### config.mk
export PLATFORM = sky130hd
export DESIGN_NAME = ps2_key_sequencer_flat
export DESIGN_NICKNAME = d
export VERILOG_FILES = /design/src/rtl/ps2_key_sequencer_pkg.sv /design/src/rtl/ps2_key_sequencer_if.sv /design/src/rtl/ps2_key_sequencer.sv /design/src/flat_wrapper.sv
export SDC_FILE = /design/constraint.sdc
export NUM_CORES = 1
export LEC_CHECK = 0
export CAP_MARGIN = 0
export CORE_ASPECT_RATIO = 0.5
export CORE_UTILIZATION = 44
export DETAILED_ROUTE_END_ITERATION = 10
export PLACE_DENSITY = 0.75
export SETUP_SLACK_MARGIN = 0.3
export SYNTH_ARGS = -nofsm -noshare
export SYNTH_HDL_FRONTEND = slang
export SYNTH_SLANG_ARGS = --single-unit
### constraint.sdc
create_clock -name clk -period 1.4 [get_ports clk]
set_input_delay 0.21 -clock clk [delete_from_list [all_inputs] [get_ports clk]]
set_output_delay 0.21 -clock clk [all_outputs]
set_load 0.02 [all_outputs]
### src/rtl/ps2_key_sequencer_pkg.sv
// Shared constants and types for the PS/2 set-2 key sequencer: scan-code
// prefixes, control bytes, parser state encoding and the {ext,code} key id.
package ps2_key_sequencer_pkg;

  localparam logic [7:0] SC_EXT  = 8'hE0;
  localparam logic [7:0] SC_BRK  = 8'hF0;
  localparam logic [7:0] SC_BAT  = 8'hAA;
  localparam logic [7:0] SC_ACK  = 8'hFA;
  localparam logic [7:0] SC_RSND = 8'hFE;
  localparam logic [7:0] SC_ERR0 = 8'h00;
  localparam logic [7:0] SC_ERR1 = 8'hFF;

  typedef enum logic [1:0] {
    ST_IDLE   = 2'd0,
    ST_POP    = 2'd1,
    ST_DECODE = 2'd2,
    ST_EMIT   = 2'd3
  } seq_state_t;

  typedef struct packed {
    logic       ext;
    logic [7:0] code;
  } key_id_t;

  // Keyboard housekeeping bytes that never describe a key action.
  function automatic logic is_ctrl_code(input logic [7:0] b);
    return (b == SC_BAT) || (b == SC_ACK) || (b == SC_RSND) ||
           (b == SC_ERR0) || (b == SC_ERR1);
  endfunction

  function automatic key_id_t mk_key_id(input logic ext, input logic [7:0] code);
    key_id_t k;
    k.ext  = ext;
    k.code = code;
    return k;
  endfunction

endpackage

### src/rtl/ps2_key_sequencer_if.sv
// Byte-FIFO pop handshake from ps2_keyboard plus the valid/ready key-event
// port. master = the sequencer, slave = keyboard FIFO / event consumer side.
interface ps2_key_sequencer_if;
  logic [7:0] kb_data;
  logic       kb_ready;
  logic       kb_overflow;
  logic       kb_nextdata_n;
  logic       evt_valid;
  logic       evt_ready;
  logic [7:0] evt_code;
  logic       evt_ext;
  logic       evt_break;

  modport master (
    input  kb_data,
    input  kb_ready,
    input  kb_overflow,
    output kb_nextdata_n,
    output evt_valid,
    input  evt_ready,
    output evt_code,
    output evt_ext,
    output evt_break
  );

  modport slave (
    output kb_data,
    output kb_ready,
    output kb_overflow,
    input  kb_nextdata_n,
    input  evt_valid,
    output evt_ready,
    input  evt_code,
    input  evt_ext,
    input  evt_break
  );
endinterface

### src/rtl/ps2_key_sequencer.sv
// PS/2 set-2 scan-code parser: pops the keyboard FIFO, folds E0/F0 prefixes
// and emits one make/break event per key action. Define TYPEMATIC_FILTER_EN
// to drop auto-repeat makes of the currently held key.
//
// state  | meaning
// IDLE   | wait for a FIFO byte, capture head into byte_r
// POP    | kb_nextdata_n low for one cycle
// DECODE | classify byte_r: prefix, control byte, or key code
// EMIT   | event presented, held until evt_ready
module ps2_key_sequencer
  import ps2_key_sequencer_pkg::*;
#(
  parameter int CNT_W = 8
) (
  input  logic                 clk,
  input  logic                 rst,
  ps2_key_sequencer_if.master  bus,
  output logic                 key_held,
  output logic [8:0]           held_code,
  output logic [CNT_W-1:0]     press_count,
  output logic                 ovf_sticky
);

  seq_state_t       state_q, state_d;
  logic [7:0]       byte_r;
  logic             ext_pend, brk_pend;
  logic             ext_pend_d, brk_pend_d;
  logic             capture, load_evt, pop_n;
  logic             repeat_hit, accept;

  logic [7:0]       evt_code_q;
  logic             evt_ext_q, evt_brk_q;
  logic             key_held_q;
  key_id_t          held_id_q;
  key_id_t          evt_id;
  logic [CNT_W-1:0] press_count_q;
  logic             ovf_q;

`ifdef TYPEMATIC_FILTER_EN
  assign repeat_hit = !brk_pend && key_held_q &&
                      (mk_key_id(ext_pend, byte_r) == held_id_q);
`else
  assign repeat_hit = 1'b0;
`endif

  assign accept = (state_q == ST_EMIT) && bus.evt_ready;
  assign evt_id = mk_key_id(evt_ext_q, evt_code_q);

  always_ff @(posedge clk) begin
    if (rst) begin
      state_q  <= ST_IDLE;
      ext_pend <= 1'b0;
      brk_pend <= 1'b0;
    end else begin
      state_q  <= state_d;
      ext_pend <= ext_pend_d;
      brk_pend <= brk_pend_d;
    end
  end

  always_comb begin
    state_d    = state_q;
    ext_pend_d = ext_pend;
    brk_pend_d = brk_pend;
    capture    = 1'b0;
    load_evt   = 1'b0;
    pop_n      = 1'b1;
    case (state_q)
      ST_IDLE: begin
        if (bus.kb_ready) begin
          capture = 1'b1;
          state_d = ST_POP;
        end
      end
      ST_POP: begin
        pop_n   = 1'b0;
        state_d = ST_DECODE;
      end
      ST_DECODE: begin
        state_d = ST_IDLE;
        if (byte_r == SC_EXT) begin
          ext_pend_d = 1'b1;
        end else if (byte_r == SC_BRK) begin
          brk_pend_d = 1'b1;
        end else begin
          // Any non-prefix byte terminates the sequence, emitted or not.
          ext_pend_d = 1'b0;
          brk_pend_d = 1'b0;
          if (!is_ctrl_code(byte_r) && !repeat_hit) begin
            load_evt = 1'b1;
            state_d  = ST_EMIT;
          end
        end
      end
      ST_EMIT: begin
        if (bus.evt_ready) state_d = ST_IDLE;
      end
      default: state_d = ST_IDLE;
    endcase
  end

  always_ff @(posedge clk) begin
    if (rst) begin
      byte_r <= 8'h00;
    end else if (capture) begin
      byte_r <= bus.kb_data;
    end
  end

  always_ff @(posedge clk) begin
    if (rst) begin
      evt_code_q <= 8'h00;
      evt_ext_q  <= 1'b0;
      evt_brk_q  <= 1'b0;
    end else if (load_evt) begin
      evt_code_q <= byte_r;
      evt_ext_q  <= ext_pend;
      evt_brk_q  <= brk_pend;
    end
  end

  // Held-key tracking only follows events the consumer actually took.
  always_ff @(posedge clk) begin
    if (rst) begin
      key_held_q    <= 1'b0;
      held_id_q     <= '0;
      press_count_q <= '0;
    end else if (accept) begin
      if (!evt_brk_q) begin
        key_held_q    <= 1'b1;
        held_id_q     <= evt_id;
        press_count_q <= press_count_q + CNT_W'(1);
      end else if (evt_id == held_id_q) begin
        key_held_q <= 1'b0;
      end
    end
  end

  always_ff @(posedge clk) begin
    if (rst) begin
      ovf_q <= 1'b0;
    end else if (bus.kb_overflow) begin
      ovf_q <= 1'b1;
    end
  end

  assign bus.kb_nextdata_n = pop_n;
  assign bus.evt_valid     = (state_q == ST_EMIT);
  assign bus.evt_code      = evt_code_q;
  assign bus.evt_ext       = evt_ext_q;
  assign bus.evt_break     = evt_brk_q;

  assign key_held    = key_held_q;
  assign held_code   = held_id_q;
  assign press_count = press_count_q;
  assign ovf_sticky  = ovf_q;

endmodule

### src/flat_wrapper.sv
// flat-port wrapper written by rule: the top's interface ports become plain ports
module ps2_key_sequencer_flat import ps2_key_sequencer_pkg::*;
#(
  parameter int CNT_W = 8
)
  (clk, rst, key_held, held_code, press_count, ovf_sticky, bus_kb_data, bus_kb_ready, bus_kb_overflow, bus_kb_nextdata_n, bus_evt_valid, bus_evt_ready, bus_evt_code, bus_evt_ext, bus_evt_break);
  ps2_key_sequencer_if bus_i ();
  input  logic clk;
  input  logic rst;
  output logic key_held;
  output logic [8:0] held_code;
  output logic [CNT_W-1:0] press_count;
  output logic ovf_sticky;
  input wire logic [$bits(bus_i.kb_data)-1:0] bus_kb_data;
  input wire logic [$bits(bus_i.kb_ready)-1:0] bus_kb_ready;
  input wire logic [$bits(bus_i.kb_overflow)-1:0] bus_kb_overflow;
  output wire logic [$bits(bus_i.kb_nextdata_n)-1:0] bus_kb_nextdata_n;
  output wire logic [$bits(bus_i.evt_valid)-1:0] bus_evt_valid;
  input wire logic [$bits(bus_i.evt_ready)-1:0] bus_evt_ready;
  output wire logic [$bits(bus_i.evt_code)-1:0] bus_evt_code;
  output wire logic [$bits(bus_i.evt_ext)-1:0] bus_evt_ext;
  output wire logic [$bits(bus_i.evt_break)-1:0] bus_evt_break;
  assign bus_i.kb_data = bus_kb_data;
  assign bus_i.kb_ready = bus_kb_ready;
  assign bus_i.kb_overflow = bus_kb_overflow;
  assign bus_kb_nextdata_n = bus_i.kb_nextdata_n;
  assign bus_evt_valid = bus_i.evt_valid;
  assign bus_i.evt_ready = bus_evt_ready;
  assign bus_evt_code = bus_i.evt_code;
  assign bus_evt_ext = bus_i.evt_ext;
  assign bus_evt_break = bus_i.evt_break;
  ps2_key_sequencer #(.CNT_W(CNT_W)) u_core (.clk(clk), .rst(rst), .bus(bus_i), .key_held(key_held), .held_code(held_code), .press_count(press_count), .ovf_sticky(ovf_sticky));
endmodule
==> impl_metrics.json, run 1 <==
{
  "synth.cell_area_sq_um": 1800,
  "ys_seq_elements": 41,
  "synth_edf_count": 0,
  "syn_to_final_growth_pct": 67.3,
  "period_minus_slack_ns": 1.51,
  "globalplace.congestion": 0.762,
  "hold_class": "in2reg",
  "min_path_cells": 2,
  "ys.warnings.count": 0,
  "setup_viol": 11,
  "path_delay_family": "compound AO/OA/AOI/OAI gates",
  "nFillCells": 197,
  "ys_async_sr_fraction_pct": 0,
  "core.rowCount": 15,
  "dp_slack_ns": -0.236,
  "clkPwrFrac_pct": 32.7,
  "worst_pin_slew_ns": 0.403,
  "start_util_pct": 49.1,
  "synth_mux_area_share_pct": 4.46,
  "clock_latency_ns": 0.30,
  "routed_wl_um": 6020,
  "endpoint_kind": "register",
  "synth_compound_area_share_pct": 16.9,
  "pwr-share-comb_pct": 19.5,
  "drv_cap": 0,
  "synthSimpleGateAreaFrac_pct": 19.7,
  "crit_type": "reg2reg",
  "p_int_uw": 1920,
  "yosysSeqAreaShare_pct": 45.7,
  "synthCells": 199,
  "slew_viol_final": 0,
  "dpl_cell_area_sq_um": 2520,
  "regArea_sq_um": 851,
  "cp.buffers_inverters": 1,
  "fmax_mhz": 663,
  "drt_iter0_drc": 94,
  "vias": 1901,
  "crit_path_start_kind": "register",
  "holdWs_ns": 0.390,
  "hold_viol_final": 0,
  "grt_pass1_wl_um": 7440,
  "setup_slack_ns": -0.109,
  "layout_commonest_cell": "buf_4",
  "peakVddDrop_v": 0.000586,
  "seqPwrFrac_pct": 47.8,
  "rsz0062_at_grt": "true",
  "timing.final.crit_share_pct": 108,
  "ys_types": 39,
  "path_clk_slew_ns": 0.08,
  "layout_common_cells": "buf_4, dfxtp_1, buf_2",
  "regToRegEndpoint": "u_core.bus.evt_break$_SDFFE_PP0P_",
  "portBuffers": 43,
  "cts_root_buf": "clkbuf_8",
  "synth_ff_type": "dfxtp_1",
  "hold_buffers": 0,
  "grtUsageTotal_pct": 22.9,
  "hold_end": "u_core.press_count[7]$_SDFFE_PP0P_",
  "cts_tree": "yes",
  "power.switching_uw": 699,
  "core_sq_um": 3660,
  "overflow": 0,
  "r2r_setup_slack_ns": -0.11,
  "cpPeakStageDelay_ns": 0.36,
  "post-route-cell-area_sq_um": 3000,
  "syn_nets": 213,
  "route.detailed.drc": 0,
  "cts_buffers": 5,
  "htreeDepth": 2,
  "rr_startpoint": "u_core.byte_r[0]$_SDFFE_PP0P_",
  "vias_per_cell": 5.61,
  "failed_checks": "setup timing",
  "status": "finished, violations left",
  "die_h_um": 47.2,
  "ant_nets": 0,
  "critPathRequiredTime_ns": 1.64,
  "grt_pass1_vias": 1594,
  "antenna_found_initial": 0,
  "die_x_um": 92.3,
  "syn_area_per_cell_sq_um": 9.02,
  "first_pass_iters": 4,
  "io_pins": 44,
  "layout-drive-gt1-share_pct": 50.7,
  "synth_top_family_by_area": "simple AND/OR/NAND/NOR gates",
  "dp_cells": 315,
  "reg2reg_depth": 5,
  "synth_xor_area_share_pct": 6.83,
  "slowest_stage": "dfxtp_4",
  "holdCritStartpoint": "rst",
  "multiInputGateArea_sq_um": 1160,
  "skew_ns": 0.00914,
  "worstPathArrival_ns": 1.74,
  "synth_fa_ha_area_share_pct": 0.697,
  "clk_path_buf_depth": 2,
  "final_util_pct": 82.1,
  "cp_max_fo": 10,
  "dieArea_sq_um": 4360,
  "cts.sinks": 41,
  "p_leak_uw": 0.00142,
  "slew_headroom_pct": 73.1,
  "wl_per_cell_um": 17.8,
  "power_switching_share_pct": 26.7,
  "power_density_nw_per_um2": 871,
  "crit_chain": "nor4_1 -> o21ai_1 -> buf_4 -> a311oi_1 -> a31o_1",
  "dp.final_hpwl_um": 3280,
  "grt_max_degree": 16,
  "final_cells": 339,
  "n_antenna_cell": 0,
  "fin_nets": 301
}
==> power by group through the flow <==
stage	combinational, uW	sequential, uW	clock, uW
2_1_floorplan	184	1270	0
3_3_place_gp	370	1270	0
3_5_place_dp	377	1270	0
4_1_cts	413	1240	854
5_1_grt	536	1260	916
6_report	511	1250	855
==> cells in the mapped netlist (2+ instances only) <==
cell       n  area (sq um)
xnor2_1    5          43.8
nor2b_1    4          25.0
inv_1     11          41.3
clkbuf_1   8          30.0
and4_1     2          17.5
nor2_1    15          56.3
and2_1     2          12.5
nor4_1     3          18.8
and4b_1    2          20.0
o21ai_0    3          15.0
nand3_1    4          20.0
buf_4      2          15.0
a21oi_1   15          75.1
dfxtp_1   41           821
a31o_1     9          78.8
mux2i_1    8          80.1
nand4_1    3          18.8
and3_1     2          12.5
xor2_1     9          78.8
nand2_1   24          90.1
a311oi_1   9          78.8
==> area by class of cell <==
type	count	share of cell area (%)
Multi-Input combinational cell	136	38.7
Clock buffer	7	3.21
Sequential cell	41	28.3
Inverter	11	1.50
Timing Repair Buffer	92	25.9
Clock inverter	1	0.167
Tap cell	51	2.12
==> layer usage <==
layer | vias to the layer above | global-route usage [%] | wire length (um)
li1 | 884 | - | -
met1 | 921 | 28.5 | 2450
met2 | 84 | 41.6 | 3090
met3 | 12 | 5.02 | 405
met4 | 0 | 6.88 | 78
met5 | - | 0 | 0
==> how the worst max path moves through the flow <==
stage,from,endpoint,slack (ns),cells past startpoint
floorplan,u_core.byte_r[3]$_SDFFE_PP0P_,u_core.bus.evt_code[0]$_SDFFE_PP0P_,0.04,5
global placement,bus_evt_ready,u_core.press_count[7]$_SDFFE_PP0P_,-0.19,5
detailed placement,bus_evt_ready,u_core.press_count[7]$_SDFFE_PP0P_,-0.24,5
CTS,u_core.byte_r[3]$_SDFFE_PP0P_,u_core.state_q[0]$_SDFFE_PP0P_,-0.07,5
global route,u_core.byte_r[1]$_SDFFE_PP0P_,u_core.state_q[0]$_SDFFE_PP0P_,-0.14,5
finish,u_core.byte_r[0]$_SDFFE_PP0P_,u_core.bus.evt_break$_SDFFE_PP0P_,-0.11,5
==> sequential cells by signal, indices dropped and copies added, names as in the netlist <==
| name | cells |
|---|---|
| u_core.brk_pend | 1 |
| u_core.bus.evt_ext | 1 |
| u_core.held_code | 9 |
| u_core.ext_pend | 1 |
| u_core.bus.evt_break | 1 |
| u_core.press_count | 8 |
| u_core.byte_r | 8 |
| u_core.bus.evt_code | 8 |
| u_core.ovf_sticky | 1 |
| u_core.key_held | 1 |
| u_core.state_q | 2 |
==> timing repair <==
item                                    in CTS  in global routing
cloned                                       2                  2
endpoints found under the setup margin      71                 51
resized for setup                          157                 77
buffers inserted                             6                  6
pin swaps                                   16                 13
==> logic make-up after synthesis <==
kind of cell	count (synthesis)
xor gates and xnor gates	14
muxes	8
adders and majority gates	1
DFF	41
buffers and inverters	23
and+or+nand+nor	69
AOI/OAI and AO/OA	43
==> per-stage QoR <==
stage / setup TNS [ns] / total power, uW
global placement: -2.07 / 1640
global route: -1.46 / 2710
finish: -0.929 / 2620
floorplan: 0 / 1460
CTS: -0.551 / 2510
detailed placement: -2.73 / 1640
(Power assumes the default switching activity.)
==> run 2: changes to the inputs <==
--- a/config.mk
+++ b/config.mk
@@ -7,9 +7,10 @@
 export LEC_CHECK = 0
 export CAP_MARGIN = 0
 export CORE_ASPECT_RATIO = 0.5
-export CORE_UTILIZATION = 44
+export CORE_UTILIZATION = 45
 export DETAILED_ROUTE_END_ITERATION = 10
-export PLACE_DENSITY = 0.75
+export DONT_BUFFER_PORTS = 1
+export PLACE_DENSITY = 0.62
 export SETUP_SLACK_MARGIN = 0.3
 export SYNTH_ARGS = -nofsm -noshare
 export SYNTH_HDL_FRONTEND = slang
==> run 2 against run 1 <==
Compared with the run above: the flow still finishes with violations (setup timing); combinational power down 21%; clock power about the same; non-clock buffer count down 36; setup slack better by 0.028 ns; critical endpoint is now u_core.state_q[0]$_SDFFE_PP0P_; wire length down 16%; first-iteration DRC count down 45%.
==> impl_metrics.json, run 2 (synthesis gave the netlist of run 1 again) <==
{
  "wl_met3_um": 271,
  "hold_class": "in2reg",
  "r2r_setup_slack_ns": -0.08,
  "start_util_pct": 49.6,
  "crit_chain": "nor4_4 -> o31ai_4 -> and3_4 -> buf_6 -> o31a_1",
  "layout_common_cells": "buf_4, dfxtp_1, nor2_1",
  "cts_buffers": 5,
  "rr_startpoint": "u_core.byte_r[3]$_SDFFE_PP0P_",
  "maxUsedRoutingLayer": "met4",
  "drt_iter0_drc": 52,
  "failed_checks": "setup timing",
  "slew_viol_final": 0,
  "rsz0062_at_grt": "true",
  "core.rowCount": 15,
  "htreeDepth": 2,
  "die_h_um": 46.7,
  "critPathRequiredTime_ns": 1.59,
  "slowest_stage": "dfxtp_4",
  "seqPwrFrac_pct": 49.8,
  "fin_nets": 265,
  "grtUsageTotal_pct": 25.1,
  "core_sq_um": 3620,
  "peakVddDrop_v": 0.000582,
  "die_x_um": 91.3,
  "n_antenna_cell": 0,
  "regArea_sq_um": 842,
  "timing.final.crit_share_pct": 106,
  "endpoint_kind": "register",
  "holdWs_ns": 0.0327,
  "worstPathArrival_ns": 1.67,
  "first_pass_iters": 4,
  "worst_pin_slew_ns": 0.449,
  "wl_met1_um": 2410,
  "setup_viol": 10,
  "post-route-cell-area_sq_um": 2680,
  "cts_root_buf": "clkbuf_8",
  "fmax_mhz": 675,
  "portBuffers": 0,
  "crit_path_start_kind": "register",
  "holdCritStartpoint": "bus_kb_overflow",
  "overflow": 0,
  "syn_to_final_growth_pct": 49.2,
  "cp.buffers_inverters": 1,
  "cts_tree": "yes",
  "path_clk_slew_ns": 0.07,
  "pwr-share-comb_pct": 16.1,
  "p_int_uw": 1850,
  "crit_type": "reg2reg",
  "vias": 1661,
  "dp.final_hpwl_um": 3190,
  "route.detailed.drc": 0,
  "multiInputGateArea_sq_um": 1130,
  "cpPeakStageDelay_ns": 0.37,
  "cts.sinks": 41,
  "setup_slack_ns": -0.0809,
  "routed_wl_um": 5040,
  "crit_path_start": "u_core.byte_r[3]$_SDFFE_PP0P_",
  "vias_per_cell": 5.48,
  "clock_latency_ns": 0.30,
  "p_leak_uw": 0.00113,
  "antenna_found_initial": 0,
  "layout-drive-gt1-share_pct": 48.0,
  "layout_commonest_cell": "buf_4",
  "clkPwrFrac_pct": 34.1,
  "globalplace.congestion": 0.832,
  "grt_pass1_wl_um": 7820,
  "dieArea_sq_um": 4260,
  "slew_headroom_pct": 70.0,
  "wl_met2_um": 2310,
  "finalPower_uw": 2510,
  "ant_nets": 0,
  "nFillCells": 259,
  "grt_max_degree": 27,
  "path_delay_family": "simple AND/OR/NAND/NOR gates",
  "dpl_cell_area_sq_um": 2190,
  "period_minus_slack_ns": 1.48,
  "power_density_nw_per_um2": 938,
  "clk_path_buf_depth": 2,
  "power.switching_uw": 662,
  "largest_register_ffs": 9,
  "drv_cap": 0,
  "hold_viol_final": 0,
  "grt_pass1_vias": 1589,
  "wl_per_cell_um": 16.6,
  "cp_max_fo": 7,
  "io_pins": 44,
  "skew_ns": 0.00649,
  "power_switching_share_pct": 26.3,
  "status": "finished, violations left"
}
run 2: through the flow:
step / worst slack (ns) / TNS, ns / instances / util [%]
after floorplan: 0.0358 / 0 / 199 / -
after global placement: -0.0509 / -0.157 / 285 / 60.5
after detailed placement: -0.0982 / -0.670 / 285 / 60.5
after CTS: -0.0597 / -0.478 / 300 / 70.3
after global routing: -0.130 / -1.26 / 303 / 74.0
final: -0.0809 / -0.640 / 303 / 74.0
run 2: layer usage:
layer  track usage, %  vias to the layer above
met3             7.43                        8
met2             43.0                       41
met1             31.3                      803
met5                0                        -
li1                 -                      809
met4             8.25                        0
run 2: area by class of cell:
type,instances,area share (%)
clock inverters,1,0.187
multi-input cells,136,42.1
well taps,51,2.38
inverters,11,1.54
repair buffers,56,18.7
clock buffers,7,3.60
flip-flops and latches,41,31.4
run 2: path summary, 6_finish.rpt:
kind | endpoint | depth (start not counted)
setup reg to reg | u_core.state_q[0]$_SDFFE_PP0P_ | 5
setup / recovery | u_core.state_q[0]$_SDFFE_PP0P_ | 5
hold / removal | u_core.ovf_sticky$_SDFFE_PP0P_ | 2
hold reg to reg | u_core.ext_pend$_SDFFE_PP0P_ | 1
run 2: what timing repair did:
item	4_1_cts	5_1_grt
endpoints found under the hold margin	26	0
setup endpoints to repair	43	46
gates cloned	2	0
hold buffers	1	0
resized for setup	49	29
pin swaps	16	11
setup buffers	4	3
run 2: worst reg2reg max path, stage by stage, from the launching register on:
cell     delay, ns
dfxtp_4       0.37
nor4_4        0.36
o31ai_4       0.09
and3_4        0.18
buf_6         0.11
o31a_1        0.26
run 2: power groups by stage:
stage | clock network [uW] | logic (uW) | registers (uW)
after floorplan | 0 | 184 | 1270
after global placement | 0 | 302 | 1270
after detailed placement | 0 | 306 | 1270
after CTS | 868 | 374 | 1250
after global routing | 925 | 432 | 1260
final | 857 | 404 | 1250
==> run 3: changes to the inputs <==
--- a/config.mk
+++ b/config.mk
@@ -10,7 +10,7 @@
 export CORE_UTILIZATION = 45
 export DETAILED_ROUTE_END_ITERATION = 10
 export DONT_BUFFER_PORTS = 1
-export PLACE_DENSITY = 0.62
+export PLACE_DENSITY = 0.6
 export SETUP_SLACK_MARGIN = 0.3
 export SYNTH_ARGS = -nofsm -noshare
 export SYNTH_HDL_FRONTEND = slang
==> constraint.sdc (replaced) <==
create_clock -name clk -period 1.5 [get_ports clk]
set_input_delay 0.225 -clock clk [delete_from_list [all_inputs] [get_ports clk]]
set_output_delay 0.225 -clock clk [all_outputs]
set_load 0.02 [all_outputs]
==> run 3 against run 2 <==
Compared with the run above: count of clock-buffer cells in the layout is 2 lower; the flow now finishes without violations; total power is 3.0% lower; critical path type unchanged; core utilization is 7.6 points lower.
==> impl_metrics.json, run 3 (synthesis gave the netlist of run 1 again) <==
{
  "dpl_cell_area_sq_um": 2080,
  "setup_viol": 0,
  "multiInputGateArea_sq_um": 976,
  "syn_to_final_growth_pct": 33.8,
  "cpPeakStageDelay_ns": 0.38,
  "largest_register_ffs": 9,
  "post-route-cell-area_sq_um": 2400,
  "wl_per_cell_um": 15.8,
  "grt_pass1_vias": 1358,
  "holdCritStartpoint": "bus_kb_overflow",
  "cp.buffers_inverters": 1,
  "vias_per_cell": 5.50,
  "clkPwrFrac_pct": 37.2,
  "crit_chain": "nor4_4 -> o31ai_4 -> and3_4 -> buf_6 -> o31a_1",
  "slew_headroom_pct": 34.5,
  "worst_pin_slew_ns": 0.983,
  "rr_startpoint": "u_core.byte_r[3]$_SDFFE_PP0P_",
  "peakVddDrop_v": 0.000617,
  "ant_nets": 0,
  "power.switching_uw": 634,
  "fin_nets": 251,
  "regArea_sq_um": 845,
  "critPathRequiredTime_ns": 1.68,
  "p_leak_uw": 0.000963,
  "overflow": 0,
  "start_util_pct": 49.6,
  "crit_type": "reg2reg",
  "crit_path_start_kind": "register",
  "slew_viol_final": 0,
  "clk_path_buf_depth": 2,
  "htreeDepth": 2,
  "vias": 1589,
  "drt_iter0_drc": 61,
  "timing.final.crit_share_pct": 100,
  "grtUsageTotal_pct": 20.8,
  "grt_max_degree": 26,
  "cp_max_fo": 7,
  "io_pins": 44,
  "fmax_mhz": 667,
  "slowest_stage": "dfxtp_4",
  "path_delay_family": "simple AND/OR/NAND/NOR gates",
  "period_minus_slack_ns": 1.50,
  "finalPower_uw": 2440,
  "die_h_um": 46.7,
  "core_sq_um": 3620,
  "status": "finished clean",
  "dieArea_sq_um": 4260,
  "nFillCells": 300,
  "worstPathArrival_ns": 1.68,
  "layout_common_cells": "buf_4, dfxtp_1, nand2_1",
  "cts_tree": "yes",
  "portBuffers": 0,
  "power_switching_share_pct": 26.0,
  "layout-drive-gt1-share_pct": 31.5,
  "pwr-share-comb_pct": 14.4,
  "rsz0062_at_grt": "true",
  "die_x_um": 91.3,
  "clock_latency_ns": 0.30,
  "cts.sinks": 41,
  "hold_viol_final": 0,
  "power_density_nw_per_um2": 1010,
  "grt_pass1_wl_um": 6540,
  "path_clk_slew_ns": 0.08,
  "final_util_pct": 66.3,
  "dp_cells": 272,
  "first_pass_iters": 4,
  "route.detailed.drc": 0,
  "routed_wl_um": 4560,
  "seqPwrFrac_pct": 48.4,
  "skew_ns": 0.0119,
  "hold_class": "in2reg",
  "p_int_uw": 1800,
  "n_antenna_cell": 0,
  "cts_root_buf": "clkbuf_8",
  "endpoint_kind": "register",
  "cts_buffers": 5,
  "crit_path_start": "u_core.byte_r[3]$_SDFFE_PP0P_",
  "globalplace.congestion": 0.811,
  "antenna_found_initial": 0,
  "final_cells": 289,
  "layout_commonest_cell": "buf_4",
  "drv_cap": 0,
  "core.rowCount": 15,
  "dp.final_hpwl_um": 2970
}
run 3: cell types whose count changed in the layout (fill, tap and decap cells not counted), moves of 4 or more:
cell / before / now
a21oi_1: 3 / 15
a21oi_2: 12 / 0
nand2_1: 13 / 24
buf_6: 13 / 5
nand2_2: 6 / 0
buf_4: 40 / 35
nand2_4: 5 / 0
a311oi_1: 4 / 8
a311oi_2: 5 / 1
run 3: cell type report:
type	instances	area share, %
clock buffer	5	2.86
timing repair buffer	43	15.1
multi-input combinational	135	40.6
clock inverter	3	1.93
sequential	41	35.2
inverter	11	1.72
tap	51	2.66
run 3: worst paths after layout:
check	slack [ns]	end	cells after the start
min reg2reg	0.49	u_core.bus.evt_break$_SDFFE_PP0P_	1
max reg2reg	0.0003	u_core.state_q[0]$_SDFFE_PP0P_	5
max	0.0003	u_core.state_q[0]$_SDFFE_PP0P_	5
min	0.05	u_core.ovf_sticky$_SDFFE_PP0P_	2
run 3: routing by layer:
| metal | GRT usage, % | wire length [um] | vias to the layer above |
|---|---|---|---|
| li1 | - | - | 783 |
| met1 | 28.5 | 2310 | 750 |
| met2 | 32.1 | 1930 | 51 |
| met3 | 6.27 | 292 | 5 |
| met4 | 5.71 | 21 | 0 |
| met5 | 0 | 0 | - |
run 3: timing repair:
action                                  in CTS  in global routing
pin swaps                                    4                  3
setup buffers                                1                  3
resized for setup                           13                 29
endpoints found under the setup margin      33                 43
endpoints found under the hold margin       25                  0
hold buffers                                 2                  0
gates cloned                                 0                  3
run 3: power by group through the flow:
stage               Sequential [uW]  Clock [uW]  Combinational (uW)
finish                         1180         906                 351
global route                   1190         961                 374
CTS                            1170         915                 272
detailed placement             1190           0                 238
global placement               1190           0                 233
floorplan                      1190           0                 171
run 3: through the flow:
stage	TNS (ns)	setup slack [ns]	hold slack (ns)
final	0	0.000267	0.0513
after global routing	-0.164	-0.0449	0.0695
after CTS	0	0.0454	0.0491
after floorplan	0	0.136	0.341
after detailed placement	-0.0137	-0.0137	0.301
after global placement	0	0.0497	0.297
